### src/rtl/oled_pkg.sv
// -----------------------------------------------------------------------------
// oled_pkg
// Shared definitions for the OLED text path: the blank character, the
// streamer state encoding and an index-width helper used to size the
// line/column address ports.
// -----------------------------------------------------------------------------
package oled_pkg;

  localparam logic [7:0] ASCII_SPACE = 8'h20;

  typedef enum logic [1:0] {
    IDLE     = 2'd0,
    SEND     = 2'd1,
    WAIT_LOW = 2'd2
  } oled_state_e;

  // Address width for n entries, never narrower than one bit.
  function automatic int idx_width(input int n);
    return (n > 1) ? $clog2(n) : 1;
  endfunction

endpackage

### src/rtl/oled_text_streamer_if.sv
// -----------------------------------------------------------------------------
// oled_text_streamer_if
// Groups the streamer's character-write port, frame control and the byte
// handshake towards oled_controller.
//   wr_en/wr_line/wr_col/wr_char : buffer write port
//   start/busy/frame_done        : frame control and status
//   tx_data/tx_valid/tx_done     : 4-phase byte handshake (sdin/d_valid/txDone)
// master = the streamer, slave = everything driving it / consuming its bytes.
// -----------------------------------------------------------------------------
interface oled_text_streamer_if #(
  parameter int LINES = 4,
  parameter int COLS  = 16
);

  localparam int LW = oled_pkg::idx_width(LINES);
  localparam int CW = oled_pkg::idx_width(COLS);

  logic          wr_en;
  logic [LW-1:0] wr_line;
  logic [CW-1:0] wr_col;
  logic [7:0]    wr_char;
  logic          start;
  logic          busy;
  logic          frame_done;
  logic [7:0]    tx_data;
  logic          tx_valid;
  logic          tx_done;

  modport master (
    input  wr_en, wr_line, wr_col, wr_char, start, tx_done,
    output busy, frame_done, tx_data, tx_valid
  );

  modport slave (
    output wr_en, wr_line, wr_col, wr_char, start, tx_done,
    input  busy, frame_done, tx_data, tx_valid
  );

endinterface

### src/rtl/oled_char_buffer.sv
// -----------------------------------------------------------------------------
// oled_char_buffer
// LINES x COLS array of ASCII characters held in flops, one write port and
// one combinational read port.
//   clock, reset        : clock, asynchronous active-high reset (fills spaces)
//   wr_en/wr_line/wr_col/wr_char : write one character; out-of-range ignored
//   rd_line/rd_col -> rd_char    : combinational read
// -----------------------------------------------------------------------------
module oled_char_buffer
  import oled_pkg::*;
#(
  parameter int LINES = 4,
  parameter int COLS  = 16,
  parameter int LW    = 2,
  parameter int CW    = 4
) (
  input  logic          clock,
  input  logic          reset,
  input  logic          wr_en,
  input  logic [LW-1:0] wr_line,
  input  logic [CW-1:0] wr_col,
  input  logic [7:0]    wr_char,
  input  logic [LW-1:0] rd_line,
  input  logic [CW-1:0] rd_col,
  output logic [7:0]    rd_char
);

  // One extra bit so LINES/COLS themselves are representable for the compare.
  localparam logic [LW:0] LINE_LIMIT = (LW+1)'(LINES);
  localparam logic [CW:0] COL_LIMIT  = (CW+1)'(COLS);

  logic [7:0] mem_q [LINES][COLS];
  logic       wr_ok;

  // Non-power-of-two geometries leave unused codes; those writes are dropped.
  assign wr_ok = wr_en && ({1'b0, wr_line} < LINE_LIMIT)
                       && ({1'b0, wr_col}  < COL_LIMIT);

  // NOTE: this array is reset on purpose -- a freshly reset display must show
  // blank text, so every cell is forced to a space rather than left undefined.
  always_ff @(posedge clock or posedge reset) begin
    if (reset) begin
      for (int l = 0; l < LINES; l++) begin
        for (int c = 0; c < COLS; c++) begin
          mem_q[l][c] <= ASCII_SPACE;
        end
      end
    end else if (wr_ok) begin
      mem_q[wr_line][wr_col] <= wr_char;
    end
  end

  assign rd_char = mem_q[rd_line][rd_col];

endmodule

### src/rtl/oled_text_streamer.sv
// -----------------------------------------------------------------------------
// oled_text_streamer
// Holds a LINES x COLS text buffer and streams it byte by byte to
// oled_controller using a 4-phase tx_valid/tx_done handshake.
//   clock, reset : clock, asynchronous active-high reset (aborts any frame)
//   bus (master) : write port, start/busy/frame_done, tx_data/tx_valid/tx_done
// Parameters: START_ON_RESET launches one frame right after reset release;
// AUTO_REFRESH repeats frames forever once the first one has started.
// -----------------------------------------------------------------------------
module oled_text_streamer
  import oled_pkg::*;
#(
  parameter int LINES          = 4,
  parameter int COLS           = 16,
  parameter int START_ON_RESET = 1,
  parameter int AUTO_REFRESH   = 0
) (
  input  logic                  clock,
  input  logic                  reset,
  oled_text_streamer_if.master  bus
);

  localparam int LW = idx_width(LINES);
  localparam int CW = idx_width(COLS);
  localparam logic [LW-1:0] LAST_LINE = LW'(LINES - 1);
  localparam logic [CW-1:0] LAST_COL  = CW'(COLS - 1);
  localparam bit AUTO_START  = (START_ON_RESET != 0);
  localparam bit AUTO_REPEAT = (AUTO_REFRESH != 0);

  oled_state_e   state_q, state_d;
  logic [LW-1:0] line_q, line_d;
  logic [CW-1:0] col_q, col_d;
  logic          end_q, end_d;     // pointer has moved past the last byte
  logic [7:0]    data_q, data_d;
  logic          fdone_q, fdone_d;
  logic          first_q;          // high only until the first post-reset edge
  logic          load;
  logic [7:0]    rd_char;

  // The read address follows the next pointer, so the byte latched on a
  // load edge is the buffer content before any write on that same edge.
  oled_char_buffer #(
    .LINES (LINES),
    .COLS  (COLS),
    .LW    (LW),
    .CW    (CW)
  ) u_buffer (
    .clock   (clock),
    .reset   (reset),
    .wr_en   (bus.wr_en),
    .wr_line (bus.wr_line),
    .wr_col  (bus.wr_col),
    .wr_char (bus.wr_char),
    .rd_line (line_d),
    .rd_col  (col_d),
    .rd_char (rd_char)
  );

  // NOTE: every register here uses non-blocking assignment so all of them
  // update together from the values present before the edge.
  always_ff @(posedge clock or posedge reset) begin
    if (reset) begin
      state_q <= IDLE;
      line_q  <= '0;
      col_q   <= '0;
      end_q   <= 1'b0;
      data_q  <= 8'h00;
      fdone_q <= 1'b0;
      first_q <= 1'b1;
    end else begin
      state_q <= state_d;
      line_q  <= line_d;
      col_q   <= col_d;
      end_q   <= end_d;
      data_q  <= data_d;
      fdone_q <= fdone_d;
      first_q <= 1'b0;
    end
  end

  // NOTE: every output of this block gets a default before the case so no
  // path leaves a signal unassigned and no latch is inferred.
  always_comb begin
    state_d = state_q;
    line_d  = line_q;
    col_d   = col_q;
    end_d   = end_q;
    data_d  = data_q;
    fdone_d = 1'b0;
    load    = 1'b0;

    case (state_q)
      IDLE: begin
        // A start is only honoured once the controller has released tx_done.
        if ((bus.start || (first_q && AUTO_START)) && !bus.tx_done) begin
          line_d  = '0;
          col_d   = '0;
          end_d   = 1'b0;
          load    = 1'b1;
          state_d = SEND;
        end
      end

      SEND: begin
        if (bus.tx_done) begin
          state_d = WAIT_LOW;
          if (col_q == LAST_COL) begin
            col_d = '0;
            if (line_q == LAST_LINE) begin
              end_d = 1'b1;
            end else begin
              line_d = line_q + LW'(1);
            end
          end else begin
            col_d = col_q + CW'(1);
          end
        end
      end

      WAIT_LOW: begin
        if (!bus.tx_done) begin
          if (end_q) begin
            fdone_d = 1'b1;
            line_d  = '0;
            col_d   = '0;
            end_d   = 1'b0;
            if (AUTO_REPEAT) begin
              load    = 1'b1;
              state_d = SEND;
            end else begin
              state_d = IDLE;
            end
          end else begin
            load    = 1'b1;
            state_d = SEND;
          end
        end
      end

      default: state_d = IDLE;
    endcase

    // tx_data only changes when tx_valid rises, so later buffer writes to
    // the in-flight position cannot disturb the byte being transferred.
    if (load) begin
      data_d = rd_char;
    end
  end

  // tx_valid/busy decode straight from the state register so an
  // asynchronous reset drops them immediately.
  assign bus.tx_valid   = (state_q == SEND);
  assign bus.busy       = (state_q != IDLE);
  assign bus.tx_data    = data_q;
  assign bus.frame_done = fdone_q;

endmodule

### src/flat_wrapper.sv
// flat-port wrapper written by rule: the top's interface ports become plain ports
module oled_text_streamer_flat import oled_pkg::*;
#(
  parameter int LINES          = 4,
  parameter int COLS           = 16,
  parameter int START_ON_RESET = 1,
  parameter int AUTO_REFRESH   = 0
)
  (clock, reset, bus_wr_en, bus_wr_line, bus_wr_col, bus_wr_char, bus_start, bus_tx_done, bus_busy, bus_frame_done, bus_tx_data, bus_tx_valid);
  oled_text_streamer_if #(.LINES(LINES), .COLS(COLS)) bus_i ();
  input  logic clock;
  input  logic reset;
  input wire logic [$bits(bus_i.wr_en)-1:0] bus_wr_en;
  input wire logic [$bits(bus_i.wr_line)-1:0] bus_wr_line;
  input wire logic [$bits(bus_i.wr_col)-1:0] bus_wr_col;
  input wire logic [$bits(bus_i.wr_char)-1:0] bus_wr_char;
  input wire logic [$bits(bus_i.start)-1:0] bus_start;
  input wire logic [$bits(bus_i.tx_done)-1:0] bus_tx_done;
  output wire logic [$bits(bus_i.busy)-1:0] bus_busy;
  output wire logic [$bits(bus_i.frame_done)-1:0] bus_frame_done;
  output wire logic [$bits(bus_i.tx_data)-1:0] bus_tx_data;
  output wire logic [$bits(bus_i.tx_valid)-1:0] bus_tx_valid;
  assign bus_i.wr_en = bus_wr_en;
  assign bus_i.wr_line = bus_wr_line;
  assign bus_i.wr_col = bus_wr_col;
  assign bus_i.wr_char = bus_wr_char;
  assign bus_i.start = bus_start;
  assign bus_i.tx_done = bus_tx_done;
  assign bus_busy = bus_i.busy;
  assign bus_frame_done = bus_i.frame_done;
  assign bus_tx_data = bus_i.tx_data;
  assign bus_tx_valid = bus_i.tx_valid;
  oled_text_streamer #(.LINES(LINES), .COLS(COLS), .START_ON_RESET(START_ON_RESET), .AUTO_REFRESH(AUTO_REFRESH)) u_core (.clock(clock), .reset(reset), .bus(bus_i));
endmodule
### config.mk
export PLATFORM = sky130hd
export DESIGN_NAME = oled_text_streamer_flat
export DESIGN_NICKNAME = d
export VERILOG_FILES = /design/src/rtl/oled_pkg.sv /design/src/rtl/oled_text_streamer_if.sv /design/src/rtl/oled_char_buffer.sv /design/src/rtl/oled_text_streamer.sv /design/src/flat_wrapper.sv
export SDC_FILE = /design/constraint.sdc
export NUM_CORES = 1
export LEC_CHECK = 0
export CAP_MARGIN = 20
export CORE_UTILIZATION = 45
export CTS_CLUSTER_DIAMETER = 60
export DETAILED_ROUTE_END_ITERATION = 10
export GPL_ROUTABILITY_DRIVEN = 0
export GPL_TIMING_DRIVEN = 1
export HOLD_SLACK_MARGIN = 0.02
export SYNTH_ARGS = -nofsm -noshare
export SYNTH_HDL_FRONTEND = slang
export SYNTH_HIERARCHICAL = 1
export SYNTH_SLANG_ARGS = --single-unit
### constraint.sdc
create_clock -name clock -period 53.9 [get_ports clock]
set_clock_uncertainty 0.1 [all_clocks]
set_input_delay 16.17 -clock clock [delete_from_list [all_inputs] [get_ports clock]]
set_output_delay 16.17 -clock clock [all_outputs]
set_load 0.005 [all_outputs]
==> flow_summary.yaml, run 1 <==
status:
  status: "finished clean"
timing:
  rsz0062_at_grt: "no"
  hold_violations: 0
  drv_slew: 0
  finalCritPeriodShare_pct: 37.44
  tns_ns: 0
  period_minus_slack_ns: 20.18
  tightest_slew_ns: 0.9962
  finalWorstSetupSlack_ns: 33.72
  max_freq_mhz: 49.55
  relSlewSlack_pct: 33.03
  setup_viol: 0
clock_network:
  cts_hold_buf: 0
  clock-root-buffer: "clkbuf_16"
  clk-insertion-delay-late_ns: 0.62
  cts_tree: "built"
  cts_htree_levels: 2
  cts_sinks: 531
  clockBufferDepth: 3
  cts_made_buffers: 57
  ctsResizeCount: 0
  post_cts_buffers: 0
  clkTransAtPathRegs_ns: 0.06
logic_synthesis:
  ys.warnings.count: 6
  ys_seq_area_share_pct: 54.92
  ys.flop_type: "dfrtp_1"
  syn_inst: 1569
  synth_edf_count: 0
  ys_async_sr_fraction_pct: 100.0
  synth_nets: 1589
  syn_area_um2: 24340
  ys_types: 52
  syn_area_per_cell_um2: 15.51
  synth_seq_cells: 531
final_layout:
  area_delta_synth_final_pct: 11.74
  finalNonFillerCells: 2303
  num-fill-cells: 4364
  final_nets: 1587
  fin_util_pct: 51.34
  antenna_cells: 0
  final_common_cell: "mux2_2"
  final_layout_size_suffix_gt1_share_pct: 54.80
  most-common-layout-cells: "524 x mux2_2, 466 x dfrtp_1, 128 x mux4_2"
global_routing:
  grt_max_degree: 139
  grt_antenna_before_repair: 0
  gr-total-overflow: 0
  grt_pass1_vias: 14360
  grt_first_pass_wirelength_um: 92160
  grtUsageTotal_pct: 22.53
floorplan:
  core_um2: 52970
  die_y_um: 234.6
  pin_count: 30
  start_util_pct: 45.95
  dieArea_um2: 55030
  rows: 84
  die_w_um: 234.6
pwr:
  power_density_nw_per_um2: 39.36
  p_leak_uw: 0.01205
  peakVddDrop_uv: 24.17
critical_path:
  crit_fanout: 46
  start_kind: "input port"
  worstPathRequired_ns: 54.30
  end_kind: "register"
  r2r-end: "u_core/bus.tx_data[2]"
  cp.arrival_ns: 20.58
  critPathKind: "in -> reg"
  worstReg2RegStart: "u_core/state_q[1]"
  r2r_slack_ns: 49.29
  reg2regPathDepth: 11
job:
  max_cap_violations: 0
drt:
  viasPerCell: 5.930
  drt_iter0_markers: 946
  drc: 0
  first_pass_iters: 5
  wl_per_cell_um: 25.72
  final_antenna_net_count: 0
  num_vias: 13657
  routed_wl_um: 59240
min_path:
  hold_class: "reg -> reg"
  worstHoldStart: "u_core/u_buffer/mem_q[193]"
  hold_depth: 1
  min_to: "u_core/u_buffer/mem_q[193]"
place:
  pre_cts_ws_ns: 33.07
  io_buffers: 29
  placed_cells: 2195
  hpwl_um: 36340
==> worst max-delay path, cell delays in order <==
cell and delay [ns]:
clkdlybuf4s50_1 0.73, and4_1 0.29, and3_4 0.20, nand2b_4 0.67, buf_4 0.79, mux4_2 0.59, mux2_2 0.27, a21oi_1 0.13
o21ai_0 0.10, a32o_1 0.27, mux2_2 0.25
==> routing by layer <==
metal  wire length [um]  global-route usage (%)  vias up
met2              28460                   36.12      221
li1                   -                       -     5869
met5                  0                       0        -
met4                962                   5.383        0
met1              27630                   32.45     7503
met3               2186                   3.161       64
==> cell type report <==
type / count / area (um^2) / area share, %
clock buffer: 90 / 1773 / 6.519
clock inverter: 17 / 246.5 / 0.9063
inverter: 5 / 26.28 / 0.09661
multi-input combinational: 920 / 10470 / 38.51
sequential: 531 / 13370 / 49.16
tap: 688 / 860.8 / 3.165
timing repair buffer: 52 / 447.9 / 1.647
==> power breakdown <==
part	switching [uW]	internal, uW
Combinational	85.3	85.6
Sequential	29.1	457
Clock	160	253
==> sequential cells by signal, indices dropped and copies added (netlist names) <==
register               count
u_core/u_buffer/mem_q    512
u_core/col_q               4
u_core/end_q               1
u_core/first_q             1
u_core/bus.frame_done      1
u_core/bus.tx_data         8
u_core/line_q              2
u_core/state_q             2
==> cell usage after synthesis (all sizes together), types with 7 or more instances <==
master | number | share of area (%)
a32o | 8 | 0.33
clkbuf | 70 | 1.1
mux4 | 128 | 12
buf | 43 | 1.1
a21oi | 16 | 0.33
nand2 | 56 | 0.90
mux2 | 527 | 24
dfrtp | 466 | 48
nor3 | 7 | 0.14
mux2i | 20 | 0.82
nor2 | 45 | 0.99
o32ai | 7 | 0.25
o22ai | 28 | 0.72
dfstp | 65 | 7.0
nand2b | 9 | 0.23
or2 | 7 | 0.18
o21ai | 19 | 0.39
nand3 | 8 | 0.16
==> worst max-delay path by stage <==
stage,startpoint,to
2_1_floorplan,reset,u_core/u_buffer/mem_q[0]
3_3_place_gp,bus_tx_done,u_core/bus.tx_data[1]
3_5_place_dp,bus_tx_done,u_core/bus.tx_data[6]
4_1_cts,bus_tx_done,u_core/bus.tx_data[6]
5_1_grt,bus_tx_done,u_core/bus.tx_data[4]
6_report,bus_tx_done,u_core/bus.tx_data[2]
==> through the flow <==
step | area (um^2) | total power [uW] | hold slack, ns
after global routing | 27200 | 1116 | 0.4122
after CTS | 27180 | 1082 | 0.3905
final | 27200 | 1071 | 0.3927
after floorplan | 24340 | 603.7 | 0.3524
after global placement | 25160 | 659.2 | 0.3704
after detailed placement | 25160 | 665.1 | 0.3783
==> cells by family after synthesis <==
family / synth area share [%]
buffers and inverters: 2.277
other: 0.01541
and+or+nand+nor: 3.192
AOI/OAI and AO/OA: 2.493
DFF: 54.92
adders and majority gates: 0.05140
muxes: 37.05
(Power assumes the default switching activity.)
==> run 2, diff against run 1 <==
==> constraint.sdc (replaced) <==
create_clock -name clock -period 16.2 [get_ports clock]
set_clock_uncertainty 0.1 [all_clocks]
set_input_delay 4.86 -clock clock [delete_from_list [all_inputs] [get_ports clock]]
set_output_delay 4.86 -clock clock [all_outputs]
set_load 0.005 [all_outputs]
==> flow_summary.yaml, run 2 (synthesized netlist as in run 1, its figures left out) <==
status:
  status: "finished clean"
clock_network:
  cts_htree_levels: 2
  post_cts_buffers: 0
  cts_tree: "built"
  clock-root-buffer: "clkbuf_16"
  clk-insertion-delay-late_ns: 0.60
  cts_sinks: 531
  cts_made_buffers: 59
  cts_hold_buf: 0
  clockBufferDepth: 3
  clkTransAtPathRegs_ns: 0.06
  ctsResizeCount: 0
global_routing:
  grt_pass1_vias: 14363
  grtUsageTotal_pct: 22.66
  grt_antenna_before_repair: 1
  grt_first_pass_wirelength_um: 92630
  gr-total-overflow: 0
  grt_max_degree: 188
final_layout:
  largest_reg_flops: 512
  most-common-layout-cells: "524 x mux2_2, 466 x dfrtp_1, 128 x mux4_2"
  antenna_cells: 0
  final_common_cell: "mux2_2"
  regMostFlops: "u_core/u_buffer/mem_q"
  area_delta_synth_final_pct: 11.47
  final_layout_size_suffix_gt1_share_pct: 54.35
  fin_util_pct: 51.22
  final_nets: 1593
critical_path:
  start_kind: "input port"
  crit_fanout: 49
  r2r_slack_ns: 11.05
  cp.arrival_ns: 9.86
  end_kind: "register"
  critPathKind: "in -> reg"
  worstPathRequired_ns: 16.59
timing:
  hold-worst-slack_ns: 0.3880
  drv_slew: 0
  tightest_slew_ns: 1.073
  finalCritPeriodShare_pct: 58.47
  rsz0062_at_grt: "no"
  tns_ns: 0
  max_freq_mhz: 105.6
  relSlewSlack_pct: 28.44
  hold_violations: 0
  setup_viol: 0
  period_minus_slack_ns: 9.472
floorplan:
  rows: 84
  core_um2: 52970
  start_util_pct: 45.95
  die_w_um: 234.6
  die_y_um: 234.6
  dieArea_um2: 55030
  pin_count: 30
drt:
  drc: 0
  wl_per_cell_um: 25.91
  drt_iter0_markers: 820
  first_pass_iters: 5
  num_vias: 13652
  routed_wl_um: 59820
  final_antenna_net_count: 0
  viasPerCell: 5.913
place:
  io_buffers: 29
  hpwl_um: 37630
pwr:
  peakVddDrop_uv: 82.63
  power_density_nw_per_um2: 128.8
  p_leak_uw: 0.01201
min_path:
  hold_class: "reg -> reg"
job:
  max_cap_violations: 0
==> run 2: cell count changes in the layout (fill, tap and decap cells not counted), moves of 2 or more <==
cell,before,now
clkinvlp_4,0,2
buf_4,21,25
clkbuf_16,59,61
clkbuf_8,18,15
clkbuf_1,13,21
bufinv_16,6,2
==> run 2: path summary, 6_finish.rpt <==
| path | startpoint | to | cells past startpoint |
|---|---|---|---|
| max reg2reg | u_core/col_q[0] | u_core/bus.tx_data[6] | 11 |
| max | bus_tx_done | u_core/bus.tx_data[6] | 11 |
| min in group asynchronous | reset | u_core/u_buffer/mem_q[406] | 2 |
| min reg2reg | u_core/u_buffer/mem_q[193] | u_core/u_buffer/mem_q[193] | 1 |
| min | u_core/u_buffer/mem_q[193] | u_core/u_buffer/mem_q[193] | 1 |
| max in group asynchronous | reset | u_core/u_buffer/mem_q[292] | 4 |
==> run 2: per-layer routing <==
layer,routed length [um],up-vias,global-route usage (%)
met5,0,-,0
met4,1487,0,6.734
met1,27540,7422,32.38
met2,28270,257,35.61
met3,2521,87,3.767
li1,-,5886,-
==> run 2: area by class of cell <==
cell class,count,area [um^2]
fillers,4396,25840
clock buffers,97,1812
multi-input cells,920,10470
flip-flops and latches,531,13370
well taps,688,860.8
repair buffers,56,478.0
clock inverters,12,116.4
inverters,5,22.52
==> run 2: report_power, final <==
part	internal (uW)	leakage (uW)	total [uW]	switching (uW)
registers	1520	0.00687	1620	97.3
logic	287	0.00420	563	277
clock network	789	0.000949	1310	524
total	2600	0.0120	3500	898
==> run 2: metrics by stage <==
step / area (um^2) / std cells / total power, uW / setup WS, ns
floorplan: 24340 / 1569 / 2009 / 4.340
detailed placement: 25200 / 2200 / 2208 / 6.113
CTS: 27130 / 2309 / 3538 / 6.753
global route: 27130 / 2309 / 3650 / 6.445
finish: 27130 / 2309 / 3496 / 6.728
global placement: 25180 / 2199 / 2188 / 6.041
==> run 2: worst max-delay path, cell delays in order <==
cell	delay [ns]
clkdlybuf4s50_1	0.64
and4_1	0.32
and3_4	0.19
or3_1	0.41
a221oi_4	0.83
buf_4	0.83
mux4_2	0.63
mux2i_1	0.34
a21oi_1	0.17
a32o_1	0.27
mux2_2	0.26
